## src/rtl/player_ctrl.sv

```systemverilog
// ---------------------------------------------------------------------------
// player_ctrl
// Per-player paddle motion controller. The paddle advances at most once per
// video frame, on the rising edge of VS in the RGB stream. Speed ramps while
// one direction is held, and travel is clamped to [POS_MIN, POS_MAX].
//
// Optional feature (macro PLAYER_CTRL_AUTO_EN): adds auto_i / target_i. With
// auto_i high the buttons are ignored and the paddle tracks target_i.
//
// Ports:
//   px_clk    in   1  pixel clock
//   rst_n     in   1  asynchronous active-low reset
//   strRGB_i  in  26  RGB stream, only bit 1 (VS) is used
//   btn_up    in   1  async button, move toward POS_MIN
//   btn_down  in   1  async button, move toward POS_MAX
//   auto_i    in   1  (PLAYER_CTRL_AUTO_EN only) auto-tracking enable
//   target_i  in  10  (PLAYER_CTRL_AUTO_EN only) ball Y to track
//   pos       out 10  paddle position
//   dir       out  2  00 STOP, 01 UP, 10 DOWN
//   speed     out  4  current step size
//   at_limit  out  1  pos is at POS_MIN or POS_MAX
//
// state | meaning
// ------+--------------------------------------------
// STOP  | no movement requested, speed held at 1
// UP    | moving toward POS_MIN
// DOWN  | moving toward POS_MAX
// ---------------------------------------------------------------------------
module player_ctrl #(
  parameter int POS_RESET    = 260,
  parameter int POS_MIN      = 0,
  parameter int POS_MAX      = 520,
  parameter int MAX_SPEED    = 8,
  parameter int ACCEL_FRAMES = 4,
  parameter int PLAYER_SIZE  = 80,
  parameter int DEADBAND     = 4
) (
  input  logic        px_clk,
  input  logic        rst_n,
  input  logic [25:0] strRGB_i,
  input  logic        btn_up,
  input  logic        btn_down,
`ifdef PLAYER_CTRL_AUTO_EN
  input  logic        auto_i,
  input  logic [9:0]  target_i,
`endif
  output logic [9:0]  pos,
  output logic [1:0]  dir,
  output logic [3:0]  speed,
  output logic        at_limit
);

  generate
    if (!(POS_MIN <= POS_RESET && POS_RESET <= POS_MAX)) begin : g_bad_reset
      $error("player_ctrl: POS_RESET must lie within POS_MIN..POS_MAX");
    end
    if (MAX_SPEED < 1 || MAX_SPEED > 15) begin : g_bad_speed
      $error("player_ctrl: MAX_SPEED must be 1..15");
    end
    if (ACCEL_FRAMES < 1) begin : g_bad_accel
      $error("player_ctrl: ACCEL_FRAMES must be >= 1");
    end
    if (PLAYER_SIZE < 0 || DEADBAND < 0) begin : g_bad_auto
      $error("player_ctrl: PLAYER_SIZE and DEADBAND must be non-negative");
    end
  endgenerate

  typedef enum logic [1:0] {
    ST_STOP = 2'b00,
    ST_UP   = 2'b01,
    ST_DOWN = 2'b10
  } state_t;

  localparam int HW = (ACCEL_FRAMES > 1) ? $clog2(ACCEL_FRAMES) : 1;
  localparam logic [HW-1:0] HOLD_LAST = HW'(ACCEL_FRAMES - 1);
  localparam logic [10:0]   MIN11     = 11'(POS_MIN);
  localparam logic [10:0]   MAX11     = 11'(POS_MAX);
  localparam logic [9:0]    RST10     = 10'(POS_RESET);
  localparam logic [3:0]    MAXSPD4   = 4'(MAX_SPEED);
  localparam logic          LIM_RST   = (POS_RESET == POS_MIN) || (POS_RESET == POS_MAX);

  logic          r_up_m, r_up_s, r_dn_m, r_dn_s;
  logic          r_vs_d;
  state_t        r_dir, w_dir_nxt;
  logic [9:0]    r_pos, w_pos_nxt;
  logic [3:0]    r_speed, w_speed_nxt;
  logic [HW-1:0] r_hold, w_hold_nxt;
  logic          r_at_limit, w_lim_nxt;

  logic          w_tick;
  state_t        w_req;
  logic [10:0]   w_step, w_pos11, w_moved;
  logic          w_clamp;
  logic          w_unused_rgb;

  assign w_unused_rgb = ^{strRGB_i[25:2], strRGB_i[0]};
  assign w_tick       = strRGB_i[1] & ~r_vs_d;

  // Request decode; buttons pressed together cancel out
`ifdef PLAYER_CTRL_AUTO_EN
  logic [11:0] w_ctr, w_tgt;
  assign w_ctr = {2'b00, r_pos} + 12'(PLAYER_SIZE / 2);
  assign w_tgt = {2'b00, target_i};
`endif

  always_comb begin
    w_req = ST_STOP;
`ifdef PLAYER_CTRL_AUTO_EN
    if (auto_i) begin
      if (w_tgt > w_ctr + 12'(DEADBAND))      w_req = ST_DOWN;
      else if (w_tgt + 12'(DEADBAND) < w_ctr) w_req = ST_UP;
      else                                    w_req = ST_STOP;
    end else
`endif
    if (r_up_s && !r_dn_s)      w_req = ST_UP;
    else if (r_dn_s && !r_up_s) w_req = ST_DOWN;
    else                        w_req = ST_STOP;
  end

  // Candidate move, 11-bit so that neither limit can wrap
  always_comb begin
    w_step  = (w_req == r_dir) ? {7'd0, r_speed} : 11'd1;
    w_pos11 = {1'b0, r_pos};
    w_moved = w_pos11;
    w_clamp = 1'b0;
    if (w_req == ST_UP) begin
      if (w_pos11 < MIN11 + w_step) begin
        w_moved = MIN11;
        w_clamp = 1'b1;
      end else begin
        w_moved = w_pos11 - w_step;
      end
    end else if (w_req == ST_DOWN) begin
      if (w_pos11 + w_step > MAX11) begin
        w_moved = MAX11;
        w_clamp = 1'b1;
      end else begin
        w_moved = w_pos11 + w_step;
      end
    end
  end

  // State register
  always_ff @(posedge px_clk or negedge rst_n) begin
    if (!rst_n) begin
      r_up_m     <= 1'b0;
      r_up_s     <= 1'b0;
      r_dn_m     <= 1'b0;
      r_dn_s     <= 1'b0;
      r_vs_d     <= 1'b0;
      r_dir      <= ST_STOP;
      r_pos      <= RST10;
      r_speed    <= 4'd1;
      r_hold     <= '0;
      r_at_limit <= LIM_RST;
    end else begin
      r_up_m     <= btn_up;
      r_up_s     <= r_up_m;
      r_dn_m     <= btn_down;
      r_dn_s     <= r_dn_m;
      r_vs_d     <= strRGB_i[1];
      r_dir      <= w_dir_nxt;
      r_pos      <= w_pos_nxt;
      r_speed    <= w_speed_nxt;
      r_hold     <= w_hold_nxt;
      r_at_limit <= w_lim_nxt;
    end
  end

  // Next state; everything holds between frame ticks
  always_comb begin
    w_dir_nxt   = r_dir;
    w_pos_nxt   = r_pos;
    w_speed_nxt = r_speed;
    w_hold_nxt  = r_hold;
    w_lim_nxt   = r_at_limit;
    if (w_tick) begin
      if (w_req == ST_STOP) begin
        w_dir_nxt   = ST_STOP;
        w_speed_nxt = 4'd1;
        w_hold_nxt  = '0;
      end else begin
        w_dir_nxt = w_req;
        w_pos_nxt = w_moved[9:0];
        // Start, reversal or hitting a wall all restart the ramp
        if (w_req != r_dir || w_clamp) begin
          w_speed_nxt = 4'd1;
          w_hold_nxt  = '0;
        end else if (r_hold == HOLD_LAST) begin
          w_hold_nxt  = '0;
          w_speed_nxt = (r_speed >= MAXSPD4) ? MAXSPD4 : r_speed + 4'd1;
        end else begin
          w_hold_nxt = r_hold + 1'b1;
        end
      end
      w_lim_nxt = (w_pos_nxt == MIN11[9:0]) || (w_pos_nxt == MAX11[9:0]);
    end
  end

  // Outputs
  always_comb begin
    pos      = r_pos;
    dir      = r_dir;
    speed    = r_speed;
    at_limit = r_at_limit;
  end

endmodule
```

## config.mk

```make
export PLATFORM = sky130hd
export DESIGN_NAME = player_ctrl
export DESIGN_NICKNAME = d
export VERILOG_FILES = /design/src/rtl/player_ctrl.sv
export SDC_FILE = /design/constraint.sdc
export NUM_CORES = 1
export LEC_CHECK = 0
export BUFFER_PORTS_ARGS = -buffer_cell sky130_fd_sc_hd__buf_2
export CAP_MARGIN = 5
export CORE_ASPECT_RATIO = 1.5
export CORE_MARGIN = 2
export CORE_UTILIZATION = 50
export CTS_CLUSTER_DIAMETER = 30
export DETAILED_ROUTE_END_ITERATION = 10
export PLACE_DENSITY = 0.78
export SLEW_MARGIN = 5
export SYNTH_ARGS = -nofsm -noshare
export SYNTH_HDL_FRONTEND = slang
export SYNTH_SLANG_ARGS = --single-unit
export TNS_END_PERCENT = 50
```

## constraint.sdc

```tcl
create_clock -name px_clk -period 8.26 [get_ports px_clk]
set_input_delay 2.478 -clock px_clk [delete_from_list [all_inputs] [get_ports px_clk]]
set_output_delay 2.478 -clock px_clk [all_outputs]
set_load 0.01 [all_outputs]
```

==> impl_metrics.yaml <==
critical_path:
  slowest_stage: "a311oi_1"
  critPathCaptureType: "flip-flop"
  crit_fanout: 11
  cp_slowest_stage_delay_ps: 520
  critPathArrivalTime_ps: 4510
  path_cells: "inv_1 > ha_1 > xor2_1 > nor2_1 > nand2_1 > ha_1 > nor3b_2 > o31a_4 > o211a_1 > mux2i_1 > a311oi_1 > inv_1 > and4bb_1 > nand4_1 > o31ai_1"
  cp.required_ps: 8450
  worstSetupPathType: "flip-flop to flip-flop"
  critPathLaunchType: "flip-flop"
clocking:
  hold_buffers: 0
  clk_pin_slew_ps: 90
  cts_buffers: 3
  cts-resized-gates: 0
  cts_buffer_depth: 2
  cts_tree: "done"
  h-tree-depth: 1
  post_cts_buffers: 0
  clock_sinks: 24
  clkLatencyLatePin_ps: 280
  root_buffer: "clkbuf_8"
global_route:
  antenna_found_initial: 0
  grt_pass1_vias: 1975
  grt_max_degree: 25
  overflow: 0
  grt_pass1_wl_um: 9250
  grt_use_total_pct: 23.9
synthesis:
  synth_cells: 265
  ys_warn_count: 0
  syn_area_per_cell_um2: 8.15
  synth.ff_latch_count: 24
  ys_seq_area_share_pct: 28.0
  syn-num-nets: 311
  ys.flop_type: "dfrtp_1"
  synth_edf_count: 0
  ys_types: 59
  ys_async_sr_fraction_pct: 100
  syn_area_mm2: 0.00216
placed_design:
  preCtsSetupSlack_ps: 3770
  gp_congestion: 0.977
  hpwl_um: 3980
  port_buffers: 21
route:
  wire_per_inst_um: 17.1
  drt-vias-per-instance: 6.38
  drt_iter0_markers: 87
  routed_wl_um: 5380
  drc: 0
  drtAntennaViolNets: 0
  vias: 2011
  dr.pass1.iters: 6
layout:
  area_growth_pct: 5.85
  final_common_cell: "nand2_1"
  antenna_cells: 0
  mostFrequentLayoutCells: "nand2_1 (29), o21ai_0 (23), dfrtp_1 (21), buf_2 (21), inv_1 (19)"
  num-nets-final: 316
  layout-drive-gt1-share_pct: 13.4
  final_core_util_pct: 54.3
floorplan:
  fp.dieArea_mm2: 0.00487
  initial_core_util_pct: 51.3
  die_w_um: 57.7
  ioPinCount: 47
  rows: 29
  die_h_um: 84.5
  core_region_area_mm2: 0.00421
power:
  p_per_area_mw_per_mm2: 234
  ir_drop_mv: 0.152
  leakage_uw: 0.00102
hold_path:
  hp-class: "flip-flop to flip-flop"
timing:
  rsz0062_at_grt: "no"
  max_slew_margin_pct: 43.3
  finalSetupTns_ps: 0
  max_clock_freq_mhz: 232
  setup_slack_ps: 3940
  finalMaxSlewViolations: 0
  hold_violations: 0
  fin_skew_ps: 3.56
  layout_min_cycle_time_ps: 4320
  fin_crit_sh_pct: 52.2
  setup-violations-final: 0
  worst_pin_slew_ps: 849
outcome:
  status: "finished clean"
job:
  drv_cap: 0
==> critical path, delay by kind of cell (launching register included) <==
family / cells / cell delay (ps)
mux: 1 / 180
flops: 1 / 410
compound gates: 4 / 1490
fa+ha+maj: 2 / 870
buf+inv: 2 / 150
xor+xnor: 1 / 150
simple gates: 5 / 960
==> worst paths after layout <==
| path | cells after the start | slack [ps] | start | to |
|---|---|---|---|---|
| setup reg to reg | 15 | 3940 | r_dn_s$_DFF_PN0_ | at_limit$_DFFE_PN0P_ |
| hold reg to reg | 0 | 360 | r_up_m$_DFF_PN0_ | r_up_s$_DFF_PN0_ |
| hold / removal | 0 | 360 | r_up_m$_DFF_PN0_ | r_up_s$_DFF_PN0_ |
| min in group asynchronous | 1 | 2180 | rst_n | pos[3]$_DFFE_PN0P_ |
| max in group asynchronous | 1 | 5700 | rst_n | pos[2]$_DFFE_PN1P_ |
| setup / recovery | 15 | 3940 | r_dn_s$_DFF_PN0_ | at_limit$_DFFE_PN0P_ |
==> metrics by stage <==
step	hold slack (ps)	power, uW	instance area [um2]	cells
4_1_cts	364	533	2290	315
5_1_grt	366	574	2290	315
3_3_place_gp	337	420	2210	311
6_report	360	535	2290	315
2_1_floorplan	331	371	2160	265
3_5_place_dp	341	425	2210	311
==> routing by layer <==
metal,routed length [um],up-vias,GRT usage (%),share of wire [%]
li1,-,960,-,-
met3,278,18,3.08,5.2
met2,2770,63,41.0,52
met4,183,0,10.1,3.4
met5,0,-,0,0
met1,2150,970,29.4,40
==> synth_stat cells (6+ instances only) <==
| cell type | number | area (um2) |
|---|---|---|
| nor3_1 | 7 | 35.0 |
| a31oi_1 | 8 | 50.1 |
| a21oi_1 | 12 | 60.1 |
| nand2b_1 | 6 | 37.5 |
| clkbuf_1 | 12 | 45.0 |
| dfrtp_1 | 21 | 526 |
| nor2_1 | 15 | 56.3 |
| inv_1 | 19 | 71.3 |
| nand2_1 | 29 | 109 |
| ha_1 | 14 | 175 |
| o21ai_0 | 23 | 115 |
==> final cells by class <==
| cell class | instances | area [um2] |
|---|---|---|
| repair buffers | 21 | 105 |
| flip-flops and latches | 24 | 604 |
| clock inverters | 1 | 30.0 |
| multi-input cells | 201 | 1380 |
| inverters | 19 | 71.3 |
| well taps | 46 | 57.6 |
| fillers | 407 | 1920 |
| clock buffers | 3 | 41.3 |
==> cell families after synthesis <==
group	synth area share, %
xor gates and xnor gates	3.65
AOI/OAI and AO/OA	26.8
muxes	1.39
and+or+nand+nor	22.0
DFF	28.0
adders and majority gates	9.97
buffers and inverters	8.28
==> registers in the layout (all words and copies together), names as in the netlist, 2 cells and up <==
name / count
dir: 2
speed: 4
r_hold: 2
pos: 10
==> where the power goes <==
part           internal [uW]  leakage [uW]  switching, uW
Sequential               141      0.000296           40.8
Clock                   64.9     0.0000357           43.6
Combinational            101      0.000687            143
Total                    307       0.00102            228
No activity file was read; power rests on OpenSTA's default activity.
